<file path="config.mk">
export PLATFORM = sky130hd
export DESIGN_NAME = mini_cpu_control_unit
export DESIGN_NICKNAME = d
export VERILOG_FILES = /design/src/rtl/mini_cpu_control_unit.sv
export SDC_FILE = /design/constraint.sdc
export NUM_CORES = 1
export LEC_CHECK = 0
export CORE_ASPECT_RATIO = 0.7
export CORE_MARGIN = 2
export CORE_UTILIZATION = 44
export DETAILED_ROUTE_END_ITERATION = 12
export PLACE_DENSITY = 0.81
export REMOVE_ABC_BUFFERS = 1
export SLEW_MARGIN = 30
export SYNTH_ARGS = -nofsm -noshare
export SYNTH_HDL_FRONTEND = slang
export SYNTH_SLANG_ARGS = --single-unit
</file>
<file path="constraint.sdc">
create_clock -name Clock -period 3 [get_ports Clock]
set_clock_uncertainty 0.1 [all_clocks]
set_input_delay 0.6 -clock Clock [delete_from_list [all_inputs] [get_ports Clock]]
set_output_delay 0.6 -clock Clock [all_outputs]
set_load 0.005 [all_outputs]
</file>
<file path="src/rtl/mini_cpu_control_unit.sv">
// Hardwired fetch/execute sequencer for the mini CPU datapath: one T-step per clock.
// Optional macro CTRL_ILLEGAL_TRAP_EN: jal and 11100-11111 trap to HALT with sticky illegal_op.
module mini_cpu_control_unit #(
  parameter int OP_W         = 5,
  parameter int MEM_WAIT_MAX = 0
) (
  input  logic            Clock,
  input  logic            clear,
  input  logic [OP_W-1:0] ir_op,
  input  logic            con_ff,
  input  logic            mem_ready,
  input  logic            stop,
  output logic            PCout,
  output logic            Zhighout,
  output logic            Zlowout,
  output logic            MDRout,
  output logic            HIout,
  output logic            LOout,
  output logic            InPortout,
  output logic            Cout,
  output logic            BAout,
  output logic            Gra,
  output logic            Grb,
  output logic            Grc,
  output logic            Rin,
  output logic            Rout,
  output logic            PCin,
  output logic            IncPC,
  output logic            MARin,
  output logic            MDRin,
  output logic            IRin,
  output logic            Yin,
  output logic            Zin,
  output logic            HIin,
  output logic            LOin,
  output logic            CONin,
  output logic            OutPortin,
  output logic            Read,
  output logic            Write,
  output logic [OP_W-1:0] op,
  output logic            run,
  output logic            mem_err
`ifdef CTRL_ILLEGAL_TRAP_EN
  ,
  output logic            illegal_op
`endif
);

  typedef enum logic [3:0] {
    IDLE_RST, T0, T1, T2, T3, T4, T5, T6, T7, PAUSE, HALT
  } state_t;

  typedef enum logic [3:0] {
    C_ALU, C_IMM, C_LDI, C_LD, C_ST, C_MD, C_NN, C_BR,
    C_JR, C_IN, C_OUT, C_MFHI, C_MFLO, C_NOP, C_HALT, C_ILL
  } cls_t;

  localparam int WCW = (MEM_WAIT_MAX > 1) ? $clog2(MEM_WAIT_MAX) : 1;
  localparam bit WAIT_EN = (MEM_WAIT_MAX > 0);
  localparam logic [WCW-1:0] WLAST = WCW'((MEM_WAIT_MAX > 0) ? MEM_WAIT_MAX - 1 : 0);
  localparam logic [OP_W-1:0] OP_ADD = OP_W'(3);

  state_t          state;
  state_t          last_st;
  state_t          nxt_step;
  cls_t            cls;
  logic [OP_W-1:0] imm_op;
  logic [WCW-1:0]  wait_cnt;
  logic            in_wait;

  function automatic logic in_rng(input logic [OP_W-1:0] v, input int lo, input int hi);
    return (v >= OP_W'(lo)) && (v <= OP_W'(hi));
  endfunction

  always_comb begin
    cls = C_NOP;
    if      (in_rng(ir_op, 3, 11))   cls = C_ALU;
    else if (in_rng(ir_op, 12, 14))  cls = C_IMM;
    else if (ir_op == OP_W'(0))      cls = C_LD;
    else if (ir_op == OP_W'(1))      cls = C_LDI;
    else if (ir_op == OP_W'(2))      cls = C_ST;
    else if (in_rng(ir_op, 15, 16))  cls = C_MD;
    else if (in_rng(ir_op, 17, 18))  cls = C_NN;
    else if (ir_op == OP_W'(19))     cls = C_BR;
    else if (ir_op == OP_W'(20))     cls = C_JR;
    else if (ir_op == OP_W'(22))     cls = C_IN;
    else if (ir_op == OP_W'(23))     cls = C_OUT;
    else if (ir_op == OP_W'(24))     cls = C_MFHI;
    else if (ir_op == OP_W'(25))     cls = C_MFLO;
    else if (ir_op == OP_W'(27))     cls = C_HALT;
    else if (ir_op == OP_W'(21) || in_rng(ir_op, 28, 31)) cls = C_ILL;
  end

  always_comb begin
    case (ir_op)
      OP_W'(13): imm_op = OP_W'(5);
      OP_W'(14): imm_op = OP_W'(6);
      default:   imm_op = OP_ADD;
    endcase
  end

  // Final execute step of each instruction class; the edge leaving it ends the instruction.
  always_comb begin
    case (cls)
      C_LD, C_ST:          last_st = T7;
      C_ALU, C_IMM, C_LDI: last_st = T5;
      C_MD, C_BR:          last_st = T6;
      C_NN:                last_st = T4;
      default:             last_st = T3;
    endcase
  end

  always_comb begin
    case (state)
      T0:      nxt_step = T1;
      T1:      nxt_step = T2;
      T2:      nxt_step = T3;
      T3:      nxt_step = T4;
      T4:      nxt_step = T5;
      T5:      nxt_step = T6;
      T6:      nxt_step = T7;
      default: nxt_step = T0;
    endcase
  end

  assign in_wait = (state == T1) ||
                   (state == T6 && cls == C_LD) ||
                   (state == T7 && cls == C_ST);

  always_ff @(posedge Clock) begin
    if (!clear) begin
      state    <= IDLE_RST;
      wait_cnt <= '0;
      mem_err  <= 1'b0;
`ifdef CTRL_ILLEGAL_TRAP_EN
      illegal_op <= 1'b0;
`endif
    end else if (in_wait && !mem_ready) begin
      if (WAIT_EN && wait_cnt == WLAST) begin
        mem_err  <= 1'b1;
        wait_cnt <= '0;
        state    <= HALT;
      end else if (WAIT_EN) begin
        wait_cnt <= wait_cnt + 1'b1;
      end
    end else begin
      wait_cnt <= '0;
      case (state)
        IDLE_RST: state <= T0;
        PAUSE:    if (!stop) state <= T0;
        HALT:     state <= HALT;
        default: begin
          if (state == T3 && cls == C_HALT) state <= HALT;
`ifdef CTRL_ILLEGAL_TRAP_EN
          else if (state == T3 && cls == C_ILL) begin
            state      <= HALT;
            illegal_op <= 1'b1;
          end
`endif
          else if (state == last_st) state <= stop ? PAUSE : T0;
          else state <= nxt_step;
        end
      endcase
    end
  end

  assign run = (state == T0) || (state == T1) || (state == T2) || (state == T3) ||
               (state == T4) || (state == T5) || (state == T6) || (state == T7);

  always_comb begin
    {PCout, Zhighout, Zlowout, MDRout, HIout, LOout, InPortout, Cout, BAout} = '0;
    {Gra, Grb, Grc, Rin, Rout} = '0;
    {PCin, IncPC, MARin, MDRin, IRin, Yin, Zin, HIin, LOin, CONin, OutPortin} = '0;
    {Read, Write} = '0;
    op = '0;
    case (state)
      T0: begin PCout = 1'b1; MARin = 1'b1; IncPC = 1'b1; Zin = 1'b1; end
      T1: begin Zlowout = 1'b1; PCin = 1'b1; Read = 1'b1; MDRin = 1'b1; end
      T2: begin MDRout = 1'b1; IRin = 1'b1; end
      T3: begin
        case (cls)
          C_ALU, C_IMM:       begin Grb = 1'b1; Rout = 1'b1; Yin = 1'b1; end
          C_LDI, C_LD, C_ST:  begin Grb = 1'b1; BAout = 1'b1; Yin = 1'b1; end
          C_MD:               begin Gra = 1'b1; Rout = 1'b1; Yin = 1'b1; end
          C_NN:               begin Grb = 1'b1; Rout = 1'b1; Zin = 1'b1; op = ir_op; end
          C_BR:               begin Gra = 1'b1; Rout = 1'b1; CONin = 1'b1; end
          C_JR:               begin Gra = 1'b1; Rout = 1'b1; PCin = 1'b1; end
          C_IN:               begin InPortout = 1'b1; Gra = 1'b1; Rin = 1'b1; end
          C_OUT:              begin Gra = 1'b1; Rout = 1'b1; OutPortin = 1'b1; end
          C_MFHI:             begin HIout = 1'b1; Gra = 1'b1; Rin = 1'b1; end
          C_MFLO:             begin LOout = 1'b1; Gra = 1'b1; Rin = 1'b1; end
          default: ;
        endcase
      end
      T4: begin
        case (cls)
          C_ALU:              begin Grc = 1'b1; Rout = 1'b1; Zin = 1'b1; op = ir_op; end
          C_IMM:              begin Cout = 1'b1; Zin = 1'b1; op = imm_op; end
          C_LDI, C_LD, C_ST:  begin Cout = 1'b1; Zin = 1'b1; op = OP_ADD; end
          C_MD:               begin Grb = 1'b1; Rout = 1'b1; Zin = 1'b1; op = ir_op; end
          C_NN:               begin Zlowout = 1'b1; Gra = 1'b1; Rin = 1'b1; end
          C_BR:               begin PCout = 1'b1; Yin = 1'b1; end
          default: ;
        endcase
      end
      T5: begin
        case (cls)
          C_ALU, C_IMM, C_LDI: begin Zlowout = 1'b1; Gra = 1'b1; Rin = 1'b1; end
          C_LD, C_ST:          begin Zlowout = 1'b1; MARin = 1'b1; end
          C_MD:                begin Zlowout = 1'b1; LOin = 1'b1; end
          C_BR:                begin Cout = 1'b1; Zin = 1'b1; op = OP_ADD; end
          default: ;
        endcase
      end
      T6: begin
        case (cls)
          C_LD:    begin Read = 1'b1; MDRin = 1'b1; end
          C_ST:    begin Gra = 1'b1; Rout = 1'b1; MDRin = 1'b1; end
          C_MD:    begin Zhighout = 1'b1; HIin = 1'b1; end
          C_BR:    begin Zlowout = 1'b1; PCin = con_ff; end
          default: ;
        endcase
      end
      T7: begin
        case (cls)
          C_LD:    begin MDRout = 1'b1; Gra = 1'b1; Rin = 1'b1; end
          C_ST:    Write = 1'b1;
          default: ;
        endcase
      end
      default: ;
    endcase
  end

endmodule

</file>
==> After elaboration in Yosys (flattened, before gate mapping) <==
Memories as Yosys holds them, arrays and structs flattened.
Index checks and enable logic that the tools add are counted.
{ "op_classes": {"muxes": 75, "eq_ne": 37, "reduce_logical": 34, "magnitude_cmp": 10, "n_bitwise": 1} }
{ "op_table": {"columns": ["op", "count"], "rows": [
  ["4-bit 2-to-1 mux", 13],
  ["5-bit equality test, second input constant", 8],
  ["4-bit equality test, second input constant", 9],
  ["1-bit 2-to-1 mux", 34],
  ["4-bit by 3-bit equality test with 1-bit output, second input constant", 8],
  ["5-bit case mux with 3 select lines", 2],
  ["4-bit case mux with 7 select lines", 1],
  ["4-bit by 2-bit equality test with 1-bit output, second input constant", 4],
  ["1-bit case mux with 2 select lines", 8],
  ["5-bit <= comparator, second input constant", 3],
  ["7-bit OR reduction", 2],
  ["3-bit 2-to-1 mux", 4],
  ["1-bit case mux with 4 select lines", 3],
  ["4-bit case mux with 3 select lines", 1],
  ["6-bit OR reduction", 2],
  ["5-bit by 4-bit equality test with 1-bit output, second input constant", 2],
  ["5-bit by 4-bit greater-or-equal comparator with 1-bit output, second input constant", 2],
  ["5-bit greater-or-equal comparator, second input constant", 2],
  ["5-bit by 4-bit <= comparator with 1-bit output, second input constant", 2],
  ["1-bit logical OR", 10],
  ["1-bit logical AND", 9],
  ["3-bit OR reduction", 3],
  ["4-bit by 1-bit equality test with 1-bit output, second input constant", 2],
  ["4-bit logical NOT", 2],
  ["other kinds (16)", 21]
]} }
{ "totals": {"input_bits": 10, "rom_bits": 32, "elab_cells": 159, "register_bits": 4, "memories": 1, "out_inout_bits": 34} }
{ "mem_list": {"columns": ["memory", "depth", "width", "rd", "rd_ports_with_merged_regs", "write_ports", "line", "source"], "rows": [
  ["(name not given)", 8, 4, 1, 0, 0, "104", "case (cls)"]
]} }

==> Longest topological paths before layout <==
Gate-level depths: netlist (run 1).
{ "depth": {"ltp_word": 25, "depth_mapped": 7, "depth_no_buf": 5} }

==> Least setup slack after synthesis (run 1) <==
OpenSTA, ideal clock, no wires.
{ "synth_timing": {"path_type": "input-to-output", "start": "input port ir_op[4]", "end": "output port Zin", "t_required_ps": 2300, "slack_ps": 489, "stages": 6, "n_path_buf": 1, "arrival_time_ps": 1811, "path_cell_list": "buf_2 > nor3b_1 > a22oi_1 > a21o_1 > o31ai_1 > or3_1"} }
{ "synth_via": {"elab_chain_cells": 22, "word_cells_on_any_way": 55} }
{ "synth_lines": {"columns": ["item", "line", "source"], "rows": [
  ["start: declaration", "9", "input logic [OP_W-1:0] ir_op,"],
  ["5-bit greater-or-equal comparator / 5-bit <= comparator (equally long branches)", "72", "return (v >= OP_W'(lo)) && (v <= OP_W'(hi));"],
  ["1-bit logical AND", "72", null],
  ["1-bit logical OR", "91", "else if (ir_op == OP_W'(21) || in_rng(ir_op, 28, 31)) cls = C_ILL;"],
  ["2-bit 2-to-1 mux", "91", null],
  ["2-bit 2-to-1 mux", "90", "else if (ir_op == OP_W'(27)) cls = C_HALT;"],
  ["2-bit 2-to-1 mux", "89", "else if (ir_op == OP_W'(25)) cls = C_MFLO;"],
  ["3-bit 2-to-1 mux", "88", "else if (ir_op == OP_W'(24)) cls = C_MFHI;"],
  ["3-bit 2-to-1 mux", "87", "else if (ir_op == OP_W'(23)) cls = C_OUT;"],
  ["[6 not listed]", null, null],
  ["4-bit 2-to-1 mux", "80", "else if (ir_op == OP_W'(1)) cls = C_LDI;"],
  ["4-bit 2-to-1 mux", "79", "else if (ir_op == OP_W'(0)) cls = C_LD;"],
  ["4-bit 2-to-1 mux", "78", "else if (in_rng(ir_op, 12, 14)) cls = C_IMM;"],
  ["4-bit 2-to-1 mux (*)", "77", "if (in_rng(ir_op, 3, 11)) cls = C_ALU;"],
  ["4-bit by 2-bit equality test with 1-bit output, or another cell as far along", "196", "case (cls)"],
  ["6-bit OR reduction (no source line)", null, null],
  ["1-bit 2-to-1 mux", "196", null],
  ["1-bit case mux with 4 select lines (*)", "176", "case (state)"],
  ["end: declaration", "33", "output logic Zin,"]
]} }
Every way passes the cells marked *; elsewhere a longest branch is shown, timed or not.

==> Worst setup path in the final report (run 1) <==
{ "layout_timing": {"start": "input port ir_op[4]", "end": "output port op[0]"} }
{ "layout_via": {"elab_chain_cells": 22, "word_cells_on_any_way": 59} }
{ "layout_lines": {"columns": ["item", "line", "source"], "rows": [
  ["5-bit greater-or-equal comparator / 5-bit <= comparator (equally long branches)", "72", null],
  ["1-bit logical AND", "72", null],
  ["1-bit logical OR", "91", null],
  ["2-bit 2-to-1 mux", "91", null],
  ["2-bit 2-to-1 mux", "90", null],
  ["2-bit 2-to-1 mux", "89", null],
  ["3-bit 2-to-1 mux", "88", null],
  ["3-bit 2-to-1 mux", "87", null],
  ["[6 not listed]", null, null],
  ["4-bit 2-to-1 mux", "80", null],
  ["4-bit 2-to-1 mux", "79", null],
  ["4-bit 2-to-1 mux", "78", null],
  ["4-bit 2-to-1 mux", "77", null],
  ["4-bit by 2-bit equality test with 1-bit output, or another cell as far along", "196", null],
  ["3-bit OR reduction / 2-bit OR reduction (equally long branches)", null, null],
  ["5-bit case mux with 3 select lines", "196", null],
  ["5-bit case mux with 3 select lines (*)", "176", null],
  ["end: declaration", "40", "output logic [OP_W-1:0] op,"]
]} }
Marks and branches as above.

==> results of run 1 <==
kinds of logic (layout without fill, tap and decap cells):
family | after synthesis | count (layout) | share of synthesized area [%]
xor gates and xnor gates | 2 | 2 | 1.56
muxes | 2 | 2 | 1.78
AOI/OAI and AO/OA | 55 | 55 | 32.9
DFF | 4 | 4 | 7.12
and+or+nand+nor | 89 | 89 | 45.5
buffers and inverters | 25 | 111 | 10.8
other | 1 | 1 | 0.333
where the power goes:
group	switching [mW]	leakage, nW	internal [mW]	total (mW)
Clock	0.0246	0.0138	0.0449	0.0695
Combinational	0.124	0.866	0.131	0.255
Sequential	0.00953	0.0335	0.0584	0.0679
repair_timing:
| action | CTS | global route |
|---|---|---|
| pin swaps | 4 | 3 |
| endpoints found under the setup margin | 30 | 18 |
| endpoints found under the hold margin | 0 | 0 |
| buffers inserted | 4 | 0 |
| resized for setup | 33 | 16 |
| hold buffers | 0 | 0 |
| cloned | 1 | 0 |
routing by layer:
layer,up-vias,routed length [um],global-route usage [%]
met4,0,61,6.81
met5,-,0,0
met1,789,2190,46.5
met3,15,578,8.56
met2,133,2170,56.5
li1,837,-,-
area by class of cell:
type,instances,area (um^2),share of cell area [%]
flip-flops and latches,4,82.6,4.08
repair buffers,101,842,41.6
multi-input cells,149,1010,49.8
inverters,7,26.3,1.30
clock buffers,3,22.5,1.11
well taps,34,42.5,2.10
worst register-to-register path, cell delays in order (launching register included):
cell and delay [ps]:
dfxtp_1 390, buf_4 200, or4b_1 580, or4_1 490, o211ai_1 170, nor3b_1 80
a21oi_1 160
metrics by stage:
step	hold WS, ps	setup slack, ps	std cells	power [mW]
final	608	-39.2	298	0.392
after detailed placement	649	-506	290	0.306
after CTS	662	-149	298	0.385
after global routing	653	-118	298	0.417
after global placement	640	-400	290	0.300
after floorplan	580	574	160	0.159
layout by cell type, fill, tap and decap left out, drive strengths merged, types with 2 or more instances in the layout:
master / synthesis / layout
clkdlybuf4s50: 0 / 28
a221o: 3 / 3
clkbuf: 9 / 6
dlygate4sd2: 0 / 8
a2111oi: 2 / 2
nand2: 18 / 18
a31oi: 3 / 3
nor4b: 3 / 3
and4b: 2 / 2
a211o: 2 / 2
o31ai: 4 / 4
nand3: 9 / 9
nand2b: 5 / 5
nor3: 6 / 6
or4b: 2 / 2
and3: 3 / 3
dfxtp: 4 / 4
inv: 7 / 7
mux2i: 2 / 2
nor2b: 4 / 4
o22ai: 3 / 3
or4: 3 / 3
o21ai: 16 / 16
and2: 2 / 2
o21a: 2 / 2
nor3b: 4 / 4
xnor2: 2 / 2
nor4: 4 / 4
buf: 9 / 60
or3: 2 / 2
a21oi: 7 / 7
nor2: 16 / 16
a21o: 4 / 4
worst min path at each step:
stage	startpoint	cells past startpoint	end	slack (ps)
after floorplan	state[2]	3	state[0]	580
after global placement	state[2]	4	state[0]	640
after detailed placement	state[2]	4	state[0]	650
after CTS	state[2]	4	state[0]	660
after global routing	state[3]	3	state[1]	650
final	state[3]	3	state[1]	610
==> flow_metrics.tcl, run 1 <==
set metrics [dict create \
    cp-start-kind "input port" \
    largest_reg_flops 4 \
    path_max_fanout 8 \
    synth_edf_count 0 \
    nNetsFinal 276 \
    cts_buffers 3 \
    synth-seq-area-share_pct 7.12 \
    synthArstFlopShare_pct 0 \
    yosys.area.top_type "dfxtp_1" \
    ys.warnings.count 0 \
    start_util_pct 46.1 \
    synth.distinct_cells 53 \
    clk_latency_ps 240 \
    die_h_um 46.3 \
    grt_pass1_wl_um 7790 \
    period_minus_slack_ps 3040 \
    synth_common_cells "nand2_1, nor2_1, o21ai_0" \
    violations "negative setup slack" \
    vias 1774 \
    cts_sinks 4 \
    cts_tree "done" \
    synthFlopType "dfxtp_1" \
    placed_area_um2 1900 \
    crit_path_top_delay_cell "clkdlybuf4s50_1" \
    drv_cap 0 \
    final_util_pct 82.9 \
    drv_slew 0 \
    status "finished, violations left" \
    tightest_slew_ps 713 \
    r2r-start "state[1]" \
    r2r_end "state[1]" \
    drtIter0Drc 184 \
    dpl.hpwl_um 3680 \
    drc 0 \
    synth_seq_cells 4 \
    regMostFlops "state" \
    globalRoute.totalOverflow 0 \
    synth.area.top_cells "dfxtp_1, o21ai_0, nand2_1, nor2_1, nand3_1" \
    yosys.area.top_type_share_pct 7.12 \
    vdd.ir_drop.worst_v 0.000187 \
    cp.arrival_ps 2340 \
    die_area_um2 2980 \
    core-area_um2 2440 \
    p_leak_nw 0.914 \
    fin_setup_tns_ps -89.3 \
    maxSlewHeadroom_pct 51.2 \
    grt_max_degree 19 \
    clk_pin_slew_ps 40 \
    grt_usage_pct 34.4 \
    critPathBufInv 2 \
    antenna_cells 0 \
    clock-root-buffer "clkbuf_4" \
    path_delay_family "compound AO/OA/AOI/OAI gates" \
    rr_worst_depth 6 \
    critPathCapture "op[0]" \
    rsz0062_at_grt "yes" \
    fin_area_um2 2020 \
    cp_cell_sequence "clkdlybuf4s15_2, and4b_1, a22oi_2, a21o_1, o31ai_4, a221o_1, clkdlybuf4s50_1" \
    postRouteAntennaNets 0 \
    wire_per_inst_um 16.8 \
    cp_data_required_time_ps 2300 \
    hp-class "flop to flop" \
    rows 15 \
    antenna_found_initial 0 \
    syn_avg_cell_area_um2 6.32 \
    fin_crit_sh_pct 101 \
    synth_area_um2 1120 \
    finalWirelength_um 5000 \
    dieWidth_um 64.4 \
    io_pins 44 \
    io_buffers 42 \
    fmax_mhz 329 \
    area_growth_pct 79.9 \
    gp_congestion 1.02 \
    worst_slack_ps -39.2 \
    power.density_nw_per_um2 194 \
    startpoint "ir_op[4]" \
    clk_path_buf_depth 2 \
    yosysMostFrequentCell "nand2_1" \
    drive_gt1_share_pct 33.0 \
    viasPerCell 5.95 \
    hold_violations 0 \
    critical-path-max-stage-delay_ps 440 \
    endpoint_kind "output pin" \
    critical_path_class "input port to output pin" \
    cp.depth 7 \
    reg_top3 "state: 4 flops" \
    fill_cells 165 \
    synthCells 178 \
    grt_pass1_vias 1610 \
    rrSetupSlack_ps 750 \
    h-tree-depth 1 \
    drt_first_pass_iters 5 \
    setup_viol 3 \
]
No activity file was read; power rests on OpenSTA's default activity.
==> run 2: changes to the inputs <==
CORE_UTILIZATION = 48   (was 44)
GPL_TIMING_DRIVEN = 0   (was default)
PLACE_DENSITY = 0.87   (was 0.81)
clock period = 3.9 ns   (was 3 ns; I/O delays follow)
==> run 2 against run 1 <==
  * The flow now finishes without violations
  * Sequential cell count stayed put
  * Wire length shrank 25%
  * Setup slack improved by 170 ps
  * First-iteration DRC count fell by 1.1%
  * Largest cell class unchanged
==> flow_metrics.tcl, run 2 (same netlist as run 1, synthesis figures left out) <==
set metrics [dict create \
    die_h_um 44.5 \
    path_delay_family "simple AND/OR/NAND/NOR gates" \
    gp_congestion 0.937 \
    die_area_um2 2750 \
    start_util_pct 51.4 \
    rows 14 \
    maxSlewHeadroom_pct 42.2 \
    hold_ws_ps 636 \
    crit_path_top_delay_cell "nor4b_2" \
    vias 1516 \
    cts_buffers 3 \
    nNetsFinal 217 \
    antenna_cells 0 \
    area_growth_pct 33.9 \
    critical_path_class "flop to output pin" \
    clk_path_buf_depth 2 \
    dieWidth_um 61.9 \
    final_util_pct 68.8 \
    tightest_slew_ps 845 \
    path_max_fanout 17 \
    io_buffers 42 \
    core-area_um2 2190 \
    antenna_found_initial 0 \
    setup_viol 0 \
    drc 0 \
    drv_slew 0 \
    clock-root-buffer "clkbuf_4" \
    final_common_cell "clkdlybuf4s50_1" \
    cp.arrival_ps 2890 \
    cts_tree "done" \
    reg_top3 "state: 4 flops" \
    postCtsSetupBuffers 0 \
    cp-start-kind "flop" \
    io_pins 44 \
    min_delay_path_depth 3 \
    viasPerCell 6.40 \
    vdd.ir_drop.worst_v 0.0000910 \
    grt_usage_pct 29.1 \
    instances_no_fill 237 \
    drv_cap 0 \
    finalWirelength_um 3770 \
    dpl.hpwl_um 2830 \
    grt_pass1_vias 1238 \
    fin_setup_tns_ps 0 \
    hold_violations 0 \
    hp-class "flop to flop" \
    power.density_nw_per_um2 161 \
    cp_cell_sequence "nor4b_2, nand2_1, o31ai_1, a221o_1, clkdlybuf4s50_1" \
    layout_common_cells "clkdlybuf4s50_1, nand2_1, nor2_1" \
    critPathBufInv 1 \
    fill_cells 197 \
    largest_reg_flops 4 \
    rsz0062_at_grt "no" \
    postRouteAntennaNets 0 \
    rr_worst_depth 5 \
    drtIter0Drc 182 \
    drt_first_pass_iters 5 \
    hold_buffers 0 \
    drive_gt1_share_pct 8.29 \
    fmax_mhz 266 \
    cp.depth 5 \
    wire_per_inst_um 15.9 \
    clk_latency_ps 230 \
    p_leak_nw 0.558 \
    endpoint_kind "output pin" \
    cp_data_required_time_ps 3020 \
    grt_pass1_wl_um 6140 \
    dp.cells 234 \
    period_minus_slack_ps 3770 \
    critical-path-max-stage-delay_ps 580 \
    cts_sinks 4 \
    status "completed" \
    grt_max_degree 22 \
    globalRoute.totalOverflow 0 \
    power_mw 0.243 \
    regMostFlops "state" \
    fin_crit_sh_pct 96.6 \
    clk_pin_slew_ps 40 \
    h-tree-depth 1 \
]
==> run 2: cell types whose count changed in the layout (fill, tap and decap cells not counted), moves of 2 or more <==
cell             before  now
buf_4                56    0
clkdlybuf4s50_1      28   37
dlygate4sd2_1         8    0
buf_6                 2    0
nand2_1              16   18
nand2_2               2    0
nor2_1               14   16
nor3b_1               2    4
o31ai_1               2    4
o31ai_4               2    0
==> run 2: report_power, final <==
group / internal (mW) / switching [mW]
combinational: 0.0652 / 0.0662
clock: 0.0344 / 0.0163
sequential: 0.0447 / 0.0164
total: 0.144 / 0.0989
==> run 2: worst reg2reg max path, delay by kind of cell (launching register included) <==
| family | cells | cell delay (ps) |
|---|---|---|
| simple gates | 3 | 1260 |
| flops | 1 | 480 |
| compound gates | 2 | 350 |
==> run 2: routing by layer <==
metal / up-vias / track usage, % / wire (um)
met4: 0 / 2.98 / 11
met5: - / 0 / 0
li1: 721 / - / -
met2: 103 / 41.7 / 1610
met3: 2 / 4.39 / 382
met1: 690 / 46.6 / 1760
==> run 2: final cells by class <==
cell class / count / area (um^2) / area share, %
clock buffers: 3 / 22.5 / 1.50
well taps: 32 / 40.0 / 2.66
inverters: 7 / 26.3 / 1.74
flip-flops and latches: 4 / 81.3 / 5.40
repair buffers: 42 / 402 / 26.7
multi-input cells: 149 / 935 / 62.0
==> run 2: per-stage QoR <==
| step | cell area, um^2 | setup slack, ps |
|---|---|---|
| after floorplan | 1030 | 1110 |
| after global placement | 1490 | -497 |
| after detailed placement | 1490 | -530 |
| after CTS | 1520 | 37.1 |
| after global routing | 1510 | 13.8 |
| final | 1510 | 134 |
==> run 2: path summary, 6_finish.rpt <==
check,from,to,slack [ps]
worst max-delay path,state[0],op[1],130
worst min-delay path,state[2],state[0],640
worst max register to register,state[0],state[1],1630
worst min register to register,state[2],state[0],640
==> run 2: what timing repair did <==
item | 4_1_cts | 5_1_grt
endpoints found under the setup margin | 20 | 6
gates resized for setup | 13 | 11
cloned | 0 | 0
==> run 3: changes to the inputs <==
MAX_ROUTING_LAYER = met4   (was default)
==> run 3 against run 2 <==
  * Critical endpoint is now op[0]
  * Final cell count stayed put
  * Hold slack worse by 9.6 ps
  * Wire length increased by 2.7%
  * Largest power group unchanged
  * Combinational power is essentially flat
  * Total power increased by 2.8%
  * Sequential cell count is the same
==> flow_metrics.tcl, run 3 (same netlist as run 1, synthesis figures left out) <==
set metrics [dict create \
    grt_pass1_wl_um 6160 \
    cts_buffers 3 \
    fill_cells 193 \
    grt_usage_pct 30.6 \
    grt_max_degree 22 \
    hp-class "flop to flop" \
    clk_path_buf_depth 2 \
    p_leak_nw 0.559 \
    fmax_mhz 265 \
    fin_setup_tns_ps 0 \
    hold_buffers 0 \
    reg_top3 "state: 4 flops" \
    largest_reg_flops 4 \
    cp-start-kind "input port" \
    multi_input_area_um2 930 \
    period_minus_slack_ps 3780 \
    antenna_found_initial 0 \
    final_util_pct 69.1 \
    viasPerCell 6.54 \
    drc 0 \
    globalRoute.totalOverflow 0 \
    grt_pass1_vias 1236 \
    final_common_cell "clkdlybuf4s50_1" \
    cts_tree "done" \
    cp.arrival_ps 2900 \
    path_max_fanout 21 \
    dpl.hpwl_um 2870 \
    r2r-start "state[0]" \
    drive_gt1_share_pct 7.80 \
    drv_slew 0 \
    endpoint_kind "output pin" \
    vdd.ir_drop.worst_v 0.000102 \
    critical_path_class "input port to output pin" \
    die_h_um 44.5 \
    cts_sinks 4 \
    seq_area_um2 81.3 \
    setup_viol 0 \
    maxSlewHeadroom_pct 56.6 \
    drv_cap 0 \
    finalWirelength_um 3870 \
    area_growth_pct 34.5 \
    drt_first_pass_iters 7 \
    start_util_pct 51.4 \
    tightest_slew_ps 635 \
    hold_ws_ps 626 \
    power.density_nw_per_um2 165 \
    drtIter0Drc 192 \
    h-tree-depth 1 \
    postCtsSetupBuffers 0 \
    nNetsFinal 217 \
    fin_crit_sh_pct 96.9 \
    rows 14 \
    power_mw 0.250 \
    dieWidth_um 61.9 \
    core-area_um2 2190 \
    vias 1549 \
    wire_per_inst_um 16.3 \
    rrSetupSlack_ps 1610 \
    layout_common_cells "clkdlybuf4s50_1, nand2_1, nor2_1" \
    clock-root-buffer "clkbuf_4" \
    io_buffers 42 \
    gp_congestion 0.951 \
    hold_violations 0 \
    cp_data_required_time_ps 3020 \
    status "completed" \
    clk_pin_slew_ps 40 \
    hold_path_end "state[0]" \
    pre_cts_ws_ps -476 \
    min_delay_path_depth 3 \
    r2r_end "state[1]" \
    clk_latency_ps 250 \
    rsz0062_at_grt "no" \
    worst_slack_ps 122 \
    hold_path.startpoint "state[2]" \
    postRouteAntennaNets 0 \
    die_area_um2 2750 \
    regMostFlops "state" \
    io_pins 44 \
    rr_worst_depth 5 \
    antenna_cells 0 \
]
-- run 3: cell count changes in the layout (fill, tap and decap cells not counted), sizes merged --
| cell | previous run | this run |
|---|---|---|
| buf | 2 | 0 |
| clkdlybuf4s15 | 1 | 2 |
| clkdlybuf4s18 | 0 | 1 |
-- run 3: critical path, stage by stage --
cell             delay (ps)
clkdlybuf4s15_2         370
and4b_2                 360
a22oi_2                 230
a21o_1                  200
o31ai_1                 130
a221o_1                 370
clkdlybuf4s50_1         450
-- run 3: worst max path at each step --
stage | slack [ps] | cells after the start | endpoint | from
4_1_cts | 5 | 7 | op[0] | ir_op[0]
5_1_grt | 7 | 7 | Zin | ir_op[4]
2_1_floorplan | 1110 | 5 | Zin | ir_op[2]
6_report | 120 | 7 | op[0] | ir_op[1]
3_5_place_dp | -480 | 7 | op[0] | ir_op[1]
3_3_place_gp | -470 | 7 | Zin | ir_op[1]
-- run 3: cell type report --
type,instances,area share (%)
sequential,4,5.38
inverter,7,1.74
clock buffer,3,1.49
multi-input combinational,149,61.5
timing repair buffer,42,27.3
tap,32,2.65
-- run 3: stage by stage --
step | std cells | instance area [um^2]
2_1_floorplan | 160 | 1030
3_3_place_gp | 234 | 1490
3_5_place_dp | 234 | 1490
4_1_cts | 237 | 1510
5_1_grt | 237 | 1510
6_report | 237 | 1510
-- run 3: timing repair --
action / CTS / global route
resized for setup: 12 / 8
setup endpoints to repair: 17 / 5
hold endpoints to repair: 0 / 0
-- run 3: metal layers --
layer  GRT usage, %  wire, um
met1           46.3      1700
met2           40.8      1660
met3           7.89       482
met4           4.26        34
met5              -         0
-- run 3: power breakdown --
| part | internal [mW] | total (mW) | switching, mW | leakage (nW) |
|---|---|---|---|---|
| sequential | 0.0446 | 0.0612 | 0.0166 | 0.0333 |
| clock | 0.0347 | 0.0563 | 0.0215 | 0.0138 |
| combinational | 0.0659 | 0.132 | 0.0665 | 0.512 |
| total | 0.145 | 0.250 | 0.105 | 0.559 |
